[src/rtl/cordic_arbiter.sv]
// rtl/cordic_arbiter.sv - round-robin sharing of one pipelined CORDIC sin/cos core
//
// Purpose: grants one requester per cycle and issues its phase to the CORDIC core.
// A {valid, tag} shift register that matches the core latency returns each result
// to the requester that issued it, as a one-cycle one-hot pulse.
// Optional feature macro: CORDIC_ARB_ANGLE_WRAP_EN. When it is defined, the issue
// stage applies a single +/-2*pi correction to the phase.
//
// Ports:
//   i_clk, i_rst            clock, synchronous active-high reset
//   i_req_valid/o_req_ready per-requester handshake (ready is one-hot or zero)
//   i_req_phase             N_REQ x 18-bit signed Q5.13 angles
//   o_resp_valid            one-hot result pulse
//   o_resp_sincos           {sin, cos}, Q2.14 each, shared by all requesters
//   o_cordic_phase_valid/o_cordic_phase   to core s_axis_phase
//   i_cordic_dout_valid/i_cordic_dout     from core m_axis_dout
//   o_seq_err               sticky: core output valid disagreed with the tag pipeline
module cordic_arbiter #(
  parameter int N_REQ   = 4,
  parameter int LATENCY = 20
) (
  input  logic                 i_clk,
  input  logic                 i_rst,
  input  logic [N_REQ-1:0]     i_req_valid,
  output logic [N_REQ-1:0]     o_req_ready,
  input  logic [N_REQ*18-1:0]  i_req_phase,
  output logic [N_REQ-1:0]     o_resp_valid,
  output logic [31:0]          o_resp_sincos,
  output logic                 o_cordic_phase_valid,
  output logic [15:0]          o_cordic_phase,
  input  logic                 i_cordic_dout_valid,
  input  logic [31:0]          i_cordic_dout,
  output logic                 o_seq_err
);

  localparam int TAG_W = $clog2(N_REQ);
  localparam int CNT_W = $clog2(LATENCY + 1);

  logic [TAG_W-1:0]   r_rr_ptr;
  logic               r_issue_valid;
  logic [15:0]        r_issue_phase;
  logic [TAG_W-1:0]   r_issue_tag;
  logic [LATENCY-1:0] r_tp_valid;
  logic [TAG_W-1:0]   r_tp_tag [LATENCY];
  logic [N_REQ-1:0]   r_resp_valid;
  logic [31:0]        r_resp_sincos;
  logic               r_seq_err;
  logic [CNT_W-1:0]   r_arm_cnt;

  logic               w_grant;
  logic [TAG_W-1:0]   w_grant_idx;
  logic [TAG_W:0]     w_sum;
  logic signed [17:0] w_phase_sel;
  logic [15:0]        w_phase_corr;
  logic               w_unused;
  logic               w_armed;

  // Scan from the highest offset down to offset 0, so the requester nearest
  // rr_ptr is the last assignment and wins.
  always_comb begin
    w_grant     = 1'b0;
    w_grant_idx = '0;
    w_sum       = '0;
    for (int k = N_REQ - 1; k >= 0; k--) begin
      w_sum = {1'b0, r_rr_ptr} + (TAG_W+1)'(k);
      if (w_sum >= (TAG_W+1)'(N_REQ)) w_sum = w_sum - (TAG_W+1)'(N_REQ);
      if (i_req_valid[w_sum[TAG_W-1:0]]) begin
        w_grant     = 1'b1;
        w_grant_idx = w_sum[TAG_W-1:0];
      end
    end
    if (i_rst) w_grant = 1'b0;
  end

  assign o_req_ready = w_grant ? (N_REQ'(1) << w_grant_idx) : '0;
  assign w_phase_sel = i_req_phase[18*w_grant_idx +: 18];

`ifdef CORDIC_ARB_ANGLE_WRAP_EN
  localparam logic signed [17:0] PI     = 18'sh06487;
  localparam logic signed [17:0] TWO_PI = 18'sh0C90E;
  logic signed [17:0] w_phase_wrapped;

  always_comb begin
    if (w_phase_sel > PI)       w_phase_wrapped = w_phase_sel - TWO_PI;
    else if (w_phase_sel < -PI) w_phase_wrapped = w_phase_sel + TWO_PI;
    else                        w_phase_wrapped = w_phase_sel;
  end
  assign w_phase_corr = w_phase_wrapped[15:0];
  assign w_unused     = ^w_phase_wrapped[17:16];
`else
  assign w_phase_corr = w_phase_sel[15:0];
  assign w_unused     = ^w_phase_sel[17:16];
`endif

  // The core keeps emitting results for phases issued before a reset. Checking
  // stays disarmed until those have drained.
  assign w_armed = (r_arm_cnt == CNT_W'(LATENCY));

  always_ff @(posedge i_clk) begin
    if (i_rst) begin
      r_rr_ptr      <= '0;
      r_issue_valid <= 1'b0;
      r_issue_phase <= '0;
      r_issue_tag   <= '0;
      r_tp_valid    <= '0;
      r_resp_valid  <= '0;
      r_resp_sincos <= '0;
      r_seq_err     <= 1'b0;
      r_arm_cnt     <= '0;
    end else begin
      r_issue_valid <= w_grant;
      if (w_grant) begin
        r_rr_ptr      <= (w_grant_idx == TAG_W'(N_REQ - 1)) ? '0 : w_grant_idx + 1'b1;
        r_issue_phase <= w_phase_corr;
        r_issue_tag   <= w_grant_idx;
      end
      r_tp_valid <= {r_tp_valid[LATENCY-2:0], r_issue_valid};
      if (r_tp_valid[LATENCY-1]) begin
        r_resp_sincos <= i_cordic_dout;
        r_resp_valid  <= N_REQ'(1) << r_tp_tag[LATENCY-1];
      end else begin
        r_resp_valid  <= '0;
      end
      if (!w_armed) r_arm_cnt <= r_arm_cnt + 1'b1;
      if (w_armed && (i_cordic_dout_valid != r_tp_valid[LATENCY-1])) r_seq_err <= 1'b1;
    end
  end

  // Tags are qualified by r_tp_valid, so they need no reset.
  always_ff @(posedge i_clk) begin
    r_tp_tag[0] <= r_issue_tag;
    for (int i = 1; i < LATENCY; i++) r_tp_tag[i] <= r_tp_tag[i-1];
  end

  assign o_resp_valid         = r_resp_valid;
  assign o_resp_sincos        = r_resp_sincos;
  assign o_cordic_phase_valid = r_issue_valid;
  assign o_cordic_phase       = r_issue_phase;
  assign o_seq_err            = r_seq_err;

endmodule

[config.mk]
export PLATFORM = sky130hd
export DESIGN_NAME = cordic_arbiter
export DESIGN_NICKNAME = d
export VERILOG_FILES = /design/src/rtl/cordic_arbiter.sv
export SDC_FILE = /design/constraint.sdc
export NUM_CORES = 1
export LEC_CHECK = 0
export ABC_AREA = 1
export CAP_MARGIN = 10
export CORE_ASPECT_RATIO = 1.1
export CORE_MARGIN = 2
export CORE_UTILIZATION = 47
export CTS_CLUSTER_SIZE = 24
export DETAILED_ROUTE_END_ITERATION = 16
export GPL_ROUTABILITY_DRIVEN = 0
export PLACE_DENSITY = 0.82
export SLEW_MARGIN = 40
export SYNTH_ARGS = -nofsm -noshare
export SYNTH_HDL_FRONTEND = slang
export SYNTH_SLANG_ARGS = --single-unit
[constraint.sdc]
create_clock -name i_clk -period 4.4 [get_ports i_clk]
set_input_delay 0.44 -clock i_clk [delete_from_list [all_inputs] [get_ports i_clk]]
set_output_delay 0.44 -clock i_clk [all_outputs]
set_load 0.01 [all_outputs]
== Word level (Yosys, flattened, before mapping) ==
Memories as Yosys holds them, arrays and structs flattened.
Index checks and enable logic that the tools add are counted.

* Output and inout port bits: 58
* Logic and storage cells: 60
* Memories: 1
* Bits of input ports: 111
* Bits in writable memories: 40
* Register bits after elaboration: 83

* Shifts and indexed selects: 3
* Muxes and demuxes: 23
* Reduce and logical (&&, ||, !) cells: 2
* Eq/ne operators: 3
* Bitwise operators: 1
* Multiply operators: 1
* Add/subtract/negate cells: 9
* Order comparisons: 8

{| class="wikitable"
|+ Memories
! name !! depth !! bits a word !! read ports !! clocked after memory_dff !! wr ports !! RTL line !! RTL
|-
| r_tp_tag || 20 || 2 || 20 || 0 || 20 || 44 || <nowiki>logic [TAG_W-1:0] r_tp_tag [LATENCY];</nowiki>
|}

{| class="wikitable"
|+ Operators with widths
! cell !! number
|-
| variable part select 72 x 8 -> 16 bit || 1
|-
| 2-to-1 mux 2 bit || 9
|-
| < comparator 2 x 3 -> 1 bit, second input constant || 4
|-
| >= comparator 3 bit, second input constant || 3
|-
| 2-to-1 mux 1 bit || 9
|-
| binary-select mux 1 bit (select 2 bit) || 4
|-
| << shifter 1 x 2 -> 4 bit, first input constant || 2
|-
| subtractor 2 x 1 -> 2 bit, second input constant || 4
|-
| adder 2 x 2 -> 3 bit, second input constant || 2
|-
| multiplier 4 x 2 -> 6 bit, first input constant || 1
|-
| adder 5 x 1 -> 5 bit, second input constant || 1
|-
| equality test 5 bit, second input constant || 1
|-
| 2-to-1 mux 4 bit || 1
|-
| adder 2 x 1 -> 3 bit, second input constant || 1
|-
| >= comparator 2 x 3 -> 1 bit, second input constant || 1
|-
| adder 2 x 1 -> 2 bit, second input constant || 1
|-
| equality test 2 bit, second input constant || 1
|-
| OR reduction 2 bit || 1
|-
| logical AND 1 bit || 1
|-
| inequality test 1 bit || 1
|-
| inverter 1 bit || 1
|}

== Depth between registers and ports, before layout ==
Gate-level depths: netlist of the first run.

* Depth after elaboration: 11
* Mapped depth: 13
* Mapped depth without buffers: 12

== Worst setup path before layout of the first run ==
No wires, ideal clock.

* Kind: in2out
* From: input i_req_valid[1]
* To: output o_req_ready[3]
* Required time: 3960 ps
* Slack: 2504 ps
* Buffers on the path: 1
* Cell stages on the path: 9
* Arrival time: 1456 ps
* Path through: inv_1 -> o21ai_2 -> nand2_2 -> nand3_1 -> nand3_2 -> nand2_4 -> buf_4 -> nand2_1 -> nor2_1

* Cells in the longest elaborated chain, start to end: 8
* Elaborated cells between the ends (all ways): 19
* Classes of those cells: shift: 1; mux: 18

{| class="wikitable"
|+ RTL lines
! item !! RTL line !! RTL
|-
| start, declared || 24 || <nowiki>input logic [N_REQ-1:0] i_req_valid,</nowiki>
|-
| binary-select mux 1 bit (select 2 bit) || 67 || <nowiki>if (i_req_valid[w_sum[TAG_W-1:0]]) begin</nowiki>
|-
| 2-to-1 mux 1 bit (not written as such) || 67 ||
|-
| 2-to-1 mux 2 bit or 2-to-1 mux 1 bit (tied branches) (4 in series) || 67 ||
|-
| << shifter 1 x 2 -> 4 bit or 2-to-1 mux 1 bit (tied branches) || 75, 72 ||
|-
| 2-to-1 mux 4 bit (*) || 75 || <nowiki>assign o_req_ready = w_grant ? (N_REQ'(1) << w_grant_idx) : '0;</nowiki>
|-
| end, declared || 25 || <nowiki>output logic [N_REQ-1:0] o_req_ready,</nowiki>
|}

Every way passes the cells marked *; elsewhere a longest branch is shown, timed or not. The select of a mux whose other input is x is not followed.

== Final worst setup path of the first run ==
* From: register r_rr_ptr[0]
* To: output o_req_ready[3]

* Cells in the longest elaborated chain, start to end: 11
* Elaborated cells between the ends (all ways): 34
* Classes of those cells: add/sub: 7; order compare: 4; shift: 1; mux: 22

{| class="wikitable"
|+ RTL lines
! item !! RTL line !! RTL
|-
| start, declared || 39 || <nowiki>logic [TAG_W-1:0] r_rr_ptr;</nowiki>
|-
| start signal, assigned || 113 || <nowiki>r_rr_ptr <= (w_grant_idx == TAG_W'(N_REQ - 1)) ? '0 : w_grant_idx + 1'b1;</nowiki>
|-
| adder 2 x 2 -> 3 bit || 65 || <nowiki>w_sum = {1'b0, r_rr_ptr} + (TAG_W+1)'(k);</nowiki>
|-
| >= comparator 3 bit or subtractor 2 x 1 -> 2 bit (tied branches) || 66 || <nowiki>if (w_sum >= (TAG_W+1)'(N_REQ)) w_sum = w_sum - (TAG_W+1)'(N_REQ);</nowiki>
|-
| 2-to-1 mux 2 bit || 66 ||
|-
| binary-select mux 1 bit (select 2 bit) || 67 ||
|-
| 2-to-1 mux 1 bit (not written as such) || 67 ||
|-
| 2-to-1 mux 2 bit or 2-to-1 mux 1 bit (tied branches) (4 in series) || 67 ||
|-
| << shifter 1 x 2 -> 4 bit or 2-to-1 mux 1 bit (tied branches) || 75, 72 ||
|-
| 2-to-1 mux 4 bit (*) || 75 ||
|}

Marks and branches as above.

==> flow_metrics.py, run 1 <==
metrics = {
    "outcome": {
        "status": "completed",
    },
    "sta": {
        "totalNegativeSetupSlack_ns": 0,
        "fin_crit_sh_pct": 84.0,
        "slew_viol_final": 0,
        "finalSetupViolCount": 0,
        "min_period_ns": 3.69,
        "fmax_mhz": 271,
        "rsz0062_at_grt": "no",
        "relSlewSlack_pct": 60.8,
        "worstMarginPinSlew_ns": 0.584,
        "hold_viol": 0,
        "fin_skew_ns": 0.0106,
    },
    "global_route": {
        "grt_usage_pct": 22.5,
        "grt_pass1_wl_um": 17700,
        "grt_pass1_vias": 4008,
        "grt_max_degree": 39,
        "antenna_found_initial": 0,
        "grt_remaining_overflow": 0,
    },
    "synth": {
        "syn_nets": 650,
        "synth_ff_type": "dfxtp_1",
        "yosys.area.top_type": "dfxtp_1",
        "yosys.area.top_type_share_pct": 56.8,
        "synthTopCellsByCount": "123 x dfxtp_1, 97 x nor2_1, 96 x nand2_1, 90 x nand3_1",
        "synthesis.area_um2": 4340,
        "synth_edf_count": 0,
        "syn_avg_cell_area_um2": 8.08,
        "netlist_top_cells_area": "dfxtp_1 57%, nand3_1 10%, nor2_1 8.4%",
        "synthCells": 537,
        "synth_most_common_cell": "dfxtp_1",
        "ys_seq_elements": 123,
        "yosys_warnings": 0,
        "ys_types": 28,
        "synthArstFlopShare_pct": 0,
        "seq_area_frac_synth_pct": 56.8,
    },
    "clock_tree": {
        "h-tree-depth": 4,
        "cts_hold_buf": 0,
        "insertion_delay_ns": 0.51,
        "cts-root-buf": "clkbuf_8",
        "cts_buffers": 17,
        "clock-sinks": 123,
        "clockBufferDepth": 2,
        "post_cts_buffers": 0,
        "clkTransAtPathRegs_ns": 0.06,
        "cts_resized": 0,
        "cts_tree": "done",
    },
    "floorplan": {
        "dieArea_um2": 10000,
        "core_region_area_um2": 8920,
        "pin_count": 169,
        "die_x_um": 95.6,
        "num_rows": 36,
        "die_h_um": 105,
        "start_util_pct": 48.6,
    },
    "hold_path": {
        "min_path_cells": 0,
        "min_path_type": "flop to flop",
        "hold_end": "r_tp_tag[3][3]$_DFF_P_",
        "hp-start": "r_tp_tag[3][1]$_DFF_P_",
    },
    "cells_and_area": {
        "final_nets": 804,
        "regArea_um2": 2460,
        "fill_cells": 671,
        "multi_input_area_um2": 1570,
        "antenna-diode-count": 0,
        "layout-drive-gt1-share_pct": 7.95,
        "area_growth_pct": 51.4,
    },
    "power": {
        "power.density_nw_per_um2": 631,
        "power_mw": 4.14,
        "ir_worst_vdd_uv": 394,
        "power_leakage_nw": 2.81,
    },
    "run": {
        "cap_violations": 0,
    },
    "placement": {
        "io_buffer_count": 160,
        "hpwl_um": 7460,
    },
    "routing": {
        "viasPerCell": 4.94,
        "final_antenna_net_count": 0,
        "routed-via-count": 4043,
        "routedWlPerCell_um": 13.3,
        "drt_first_pass_iters": 4,
        "wl_um": 10900,
        "initialDrtViolationCount": 126,
        "drc": 0,
    },
    "worst_setup_path": {
        "critPathCaptureType": "output port",
        "cp_common_cell": "nand2_1",
        "critPathKind": "flop to output port",
        "startpoint_type": "flop",
        "slowest_stage": "dfxtp_1",
        "r2r_slack_ns": 1.99,
        "crit_chain": "inv_1, nand2_1, nand3_1, nand2_1, inv_2, nand2_1, nand3_4, buf_4, nand2_4, nand2_1, nor2_1, clkdlybuf4s50_1",
        "critPathMaxFanout": 34,
        "timing.rr.end": "o_cordic_phase[6]$_SDFFE_PP0P_",
        "critPathArrivalTime_ns": 3.25,
        "required_ns": 3.96,
        "slowest_delay_ns": 0.60,
        "reg2reg_depth": 13,
        "r2r_start": "r_rr_ptr[0]$_SDFFE_PP0P_",
    },
}
cell families after synthesis:
group | share of synthesized area, %
AOI/OAI and AO/OA | 5.65
xor gates and xnor gates | 0.404
adders and majority gates | 0.577
buffers and inverters | 7.12
DFF | 56.8
and+or+nand+nor | 29.5
where the power goes:
part | switching (mW) | leakage (nW) | internal [mW] | total (mW)
registers | 0.0981 | 1.01 | 1.35 | 1.45
clock network | 0.510 | 0.287 | 0.872 | 1.38
logic | 0.781 | 1.51 | 0.529 | 1.31
total | 1.39 | 2.81 | 2.76 | 4.14
layer usage:
metal | track usage [%] | share of wire [%] | vias to the layer above
li1 | - | - | 2014
met1 | 24.5 | 39 | 1856
met2 | 39.3 | 51 | 162
met3 | 7.86 | 9.0 | 11
met4 | 8.67 | 1.3 | 0
met5 | 0 | 0 | -
metrics by stage:
stage	instance area [um^2]	cells	setup slack (ns)	util [%]	hold WS [ns]
2_1_floorplan	4340	537	2.50	-	0.310
3_3_place_gp	5960	786	1.14	66.8	0.313
3_5_place_dp	5960	786	1.08	66.8	0.312
4_1_cts	6560	818	0.669	73.6	0.326
5_1_grt	6570	818	0.435	73.7	0.331
6_report	6570	818	0.706	73.7	0.325
cells in the final DEF, fill, tap and decap left out, drive strengths merged, types with 4 or more instances in the layout:
cell | netlist | final
dfxtp | 123 | 123
buf | 17 | 5
clkdlybuf4s50 | 0 | 160
nand2 | 101 | 101
clkinv | 0 | 4
clkbuf | 13 | 17
inv | 40 | 45
nand3 | 92 | 92
nor2 | 98 | 98
o21ai | 37 | 37
a21oi | 6 | 6
worst max-delay path: cells and delay by family, from the launching register on:
kind          cells  cell delay, ns
flops             1            0.60
buf+inv           4            1.05
simple gates      8            1.10
layout make-up:
type                            count  share of cell area [%]
Multi-Input combinational cell    344                    23.9
Sequential cell                   123                    37.5
Inverter                           40                    2.29
Tap cell                          114                    2.17
Clock inverter                     15                    2.84
Timing Repair Buffer              165                    25.0
Clock buffer                       17                    6.30
state kept, by name, indices dropped and copies added, names as in the netlist:
signal / count
o_resp_valid: 4
o_resp_sincos: 32
r_arm_cnt: 5
r_tp_valid: 20
o_cordic_phase: 16
r_rr_ptr: 2
r_issue_tag: 2
o_seq_err: 1
r_tp_tag: 40
o_cordic_phase_valid: 1
worst max-delay path by stage:
stage	start	depth (start not counted)	to	slack, ns
global route	r_rr_ptr[0]$_SDFFE_PP0P_	12	o_req_ready[1]	0.43
finish	r_rr_ptr[0]$_SDFFE_PP0P_	12	o_req_ready[3]	0.71
CTS	r_rr_ptr[0]$_SDFFE_PP0P_	12	o_req_ready[3]	0.67
global placement	i_req_valid[1]	13	o_req_ready[3]	1.14
floorplan	i_req_valid[1]	9	o_req_ready[3]	2.50
detailed placement	i_req_valid[0]	13	o_req_ready[3]	1.08
Note: power is estimated with default switching activity, not from simulation.
==> inputs of run 2 (changes only) <==
- CORE_UTILIZATION: 47 -> 39
- PLACE_DENSITY: 0.82 -> 0.73
- clock period: 4.4 -> 3.1 ns (I/O delays scaled with it)
==> flow_metrics.py, run 2 (same netlist as run 1, synthesis figures left out) <==
metrics = {
    "routing": {
        "routedWlPerCell_um": 12.0,
        "drc": 0,
        "initialDrtViolationCount": 123,
        "wl_um": 10200,
        "drt_first_pass_iters": 5,
        "viasPerCell": 4.66,
        "routed-via-count": 3983,
        "final_antenna_net_count": 0,
    },
    "clock_tree": {
        "cts_buffers": 17,
        "clockBufferDepth": 2,
        "clkTransAtPathRegs_ns": 0.06,
        "cts_hold_buf": 0,
        "insertion_delay_ns": 0.40,
        "post_cts_buffers": 0,
        "cts_resized": 0,
        "h-tree-depth": 4,
        "cts_tree": "done",
        "clock-sinks": 123,
        "cts-root-buf": "clkbuf_16",
    },
    "worst_setup_path": {
        "critPathKind": "flop to output port",
        "crit_chain": "inv_1, nand2_1, nand2_1, nand2_1, nor3_2, nor2_1, buf_4, nand2_1, nor2_1, clkdlybuf4s50_1",
        "required_ns": 2.79,
        "slowest_stage": "clkdlybuf4s50_1",
        "critPathMaxFanout": 11,
        "cp_common_cell": "nand2_1",
        "startpoint_type": "flop",
        "slowest_delay_ns": 0.58,
        "critPathArrivalTime_ns": 2.45,
        "critPathCaptureType": "output port",
    },
    "sta": {
        "relSlewSlack_pct": 64.4,
        "slew_viol_final": 0,
        "rsz0062_at_grt": "no",
        "hold_viol": 0,
        "fin_skew_ns": 0.0101,
        "min_period_ns": 2.76,
        "worstMarginPinSlew_ns": 0.529,
        "finalSetupViolCount": 0,
        "fin_crit_sh_pct": 89.2,
        "fmax_mhz": 362,
        "totalNegativeSetupSlack_ns": 0,
    },
    "cells_and_area": {
        "post-route-util_pct": 60.9,
        "largest_reg_flops": 40,
        "area_growth_pct": 52.5,
        "final_common_cell": "clkdlybuf4s50_1",
        "antenna-diode-count": 0,
        "final_cells": 854,
        "final_nets": 808,
        "regMostFlops": "r_tp_tag",
        "layout-drive-gt1-share_pct": 8.35,
        "final_cell_mix": "160 x clkdlybuf4s50_1, 122 x dfxtp_1, 97 x nor2_1",
    },
    "hold_path": {
        "min_path_type": "flop to flop",
    },
    "floorplan": {
        "core_region_area_um2": 10900,
        "die_x_um": 105,
        "num_rows": 40,
        "pin_count": 169,
        "dieArea_um2": 12000,
        "start_util_pct": 39.9,
        "die_h_um": 115,
    },
    "power": {
        "ir_worst_vdd_uv": 548,
        "power_leakage_nw": 2.81,
        "power.density_nw_per_um2": 877,
    },
    "run": {
        "cap_violations": 0,
    },
    "placement": {
        "hpwl_um": 7410,
        "io_buffer_count": 160,
        "placed_cells_incl_taps": 823,
    },
    "global_route": {
        "grt_remaining_overflow": 0,
        "grt_pass1_vias": 3850,
        "grt_max_degree": 39,
        "grt_pass1_wl_um": 17400,
        "grt_usage_pct": 18.1,
        "antenna_found_initial": 0,
    },
    "outcome": {
        "status": "completed",
    },
}
[run 2: layer usage]
layer  vias up  track usage [%]  part of all wire, %
met4         0             7.93                  1.4
met1      1753             20.1                   41
li1       2022                -                    -
met2       198             30.2                   46
met3        10             8.14                   11
met5         -                0                    0
[run 2: layout make-up]
class	count	area, um^2
Tap cell	147	184
Inverter	40	150
Timing Repair Buffer	169	1670
Fill cell	926	4240
Sequential cell	123	2470
Clock inverter	14	149
Multi-Input combinational cell	344	1570
Clock buffer	17	425
[run 2: power by group]
part           switching, mW  internal, mW
logic                   1.10         0.784
clock network          0.688          1.18
registers              0.133          1.93
[run 2: worst max-delay path, delay by kind of cell (launching register included)]
kind / cells / cell delay, ns
buffers and inverters: 3 / 0.88
flip-flops: 1 / 0.42
AND/OR/NAND/NOR: 7 / 0.77
[run 2: path summary, 6_finish.rpt]
check                           startpoint                        endpoint  slack (ns)  cells after the start
setup / recovery  r_rr_ptr[0]$_SDFFE_PP0P_                  o_req_ready[3]        0.34                     10
hold reg to reg     r_tp_tag[0][6]$_DFF_P_          r_tp_tag[1][0]$_DFF_P_        0.32                      0
setup reg to reg  r_rr_ptr[0]$_SDFFE_PP0P_  o_cordic_phase[2]$_SDFFE_PP0P_        1.23                     13
hold / removal      r_tp_tag[0][6]$_DFF_P_          r_tp_tag[1][0]$_DFF_P_        0.32                      0
[run 2: per-stage QoR]
stage / area, um^2 / setup WS (ns) / total power [mW] / hold WS (ns)
after floorplan: 4340 / 1.37 / 3.36 / 0.310
after global placement: 6030 / 0.422 / 3.90 / 0.313
after detailed placement: 6030 / 0.420 / 3.95 / 0.312
after CTS: 6610 / 0.0251 / 5.84 / 0.324
after global routing: 6620 / 0.0756 / 6.21 / 0.323
final: 6620 / 0.335 / 5.81 / 0.323
==> inputs of run 3 (changes only) <==
- GPL_ROUTABILITY_DRIVEN: 0 -> default
==> results of run 3 <==
Same layout as run 2: the final DEF is identical, and so are final timing and power.
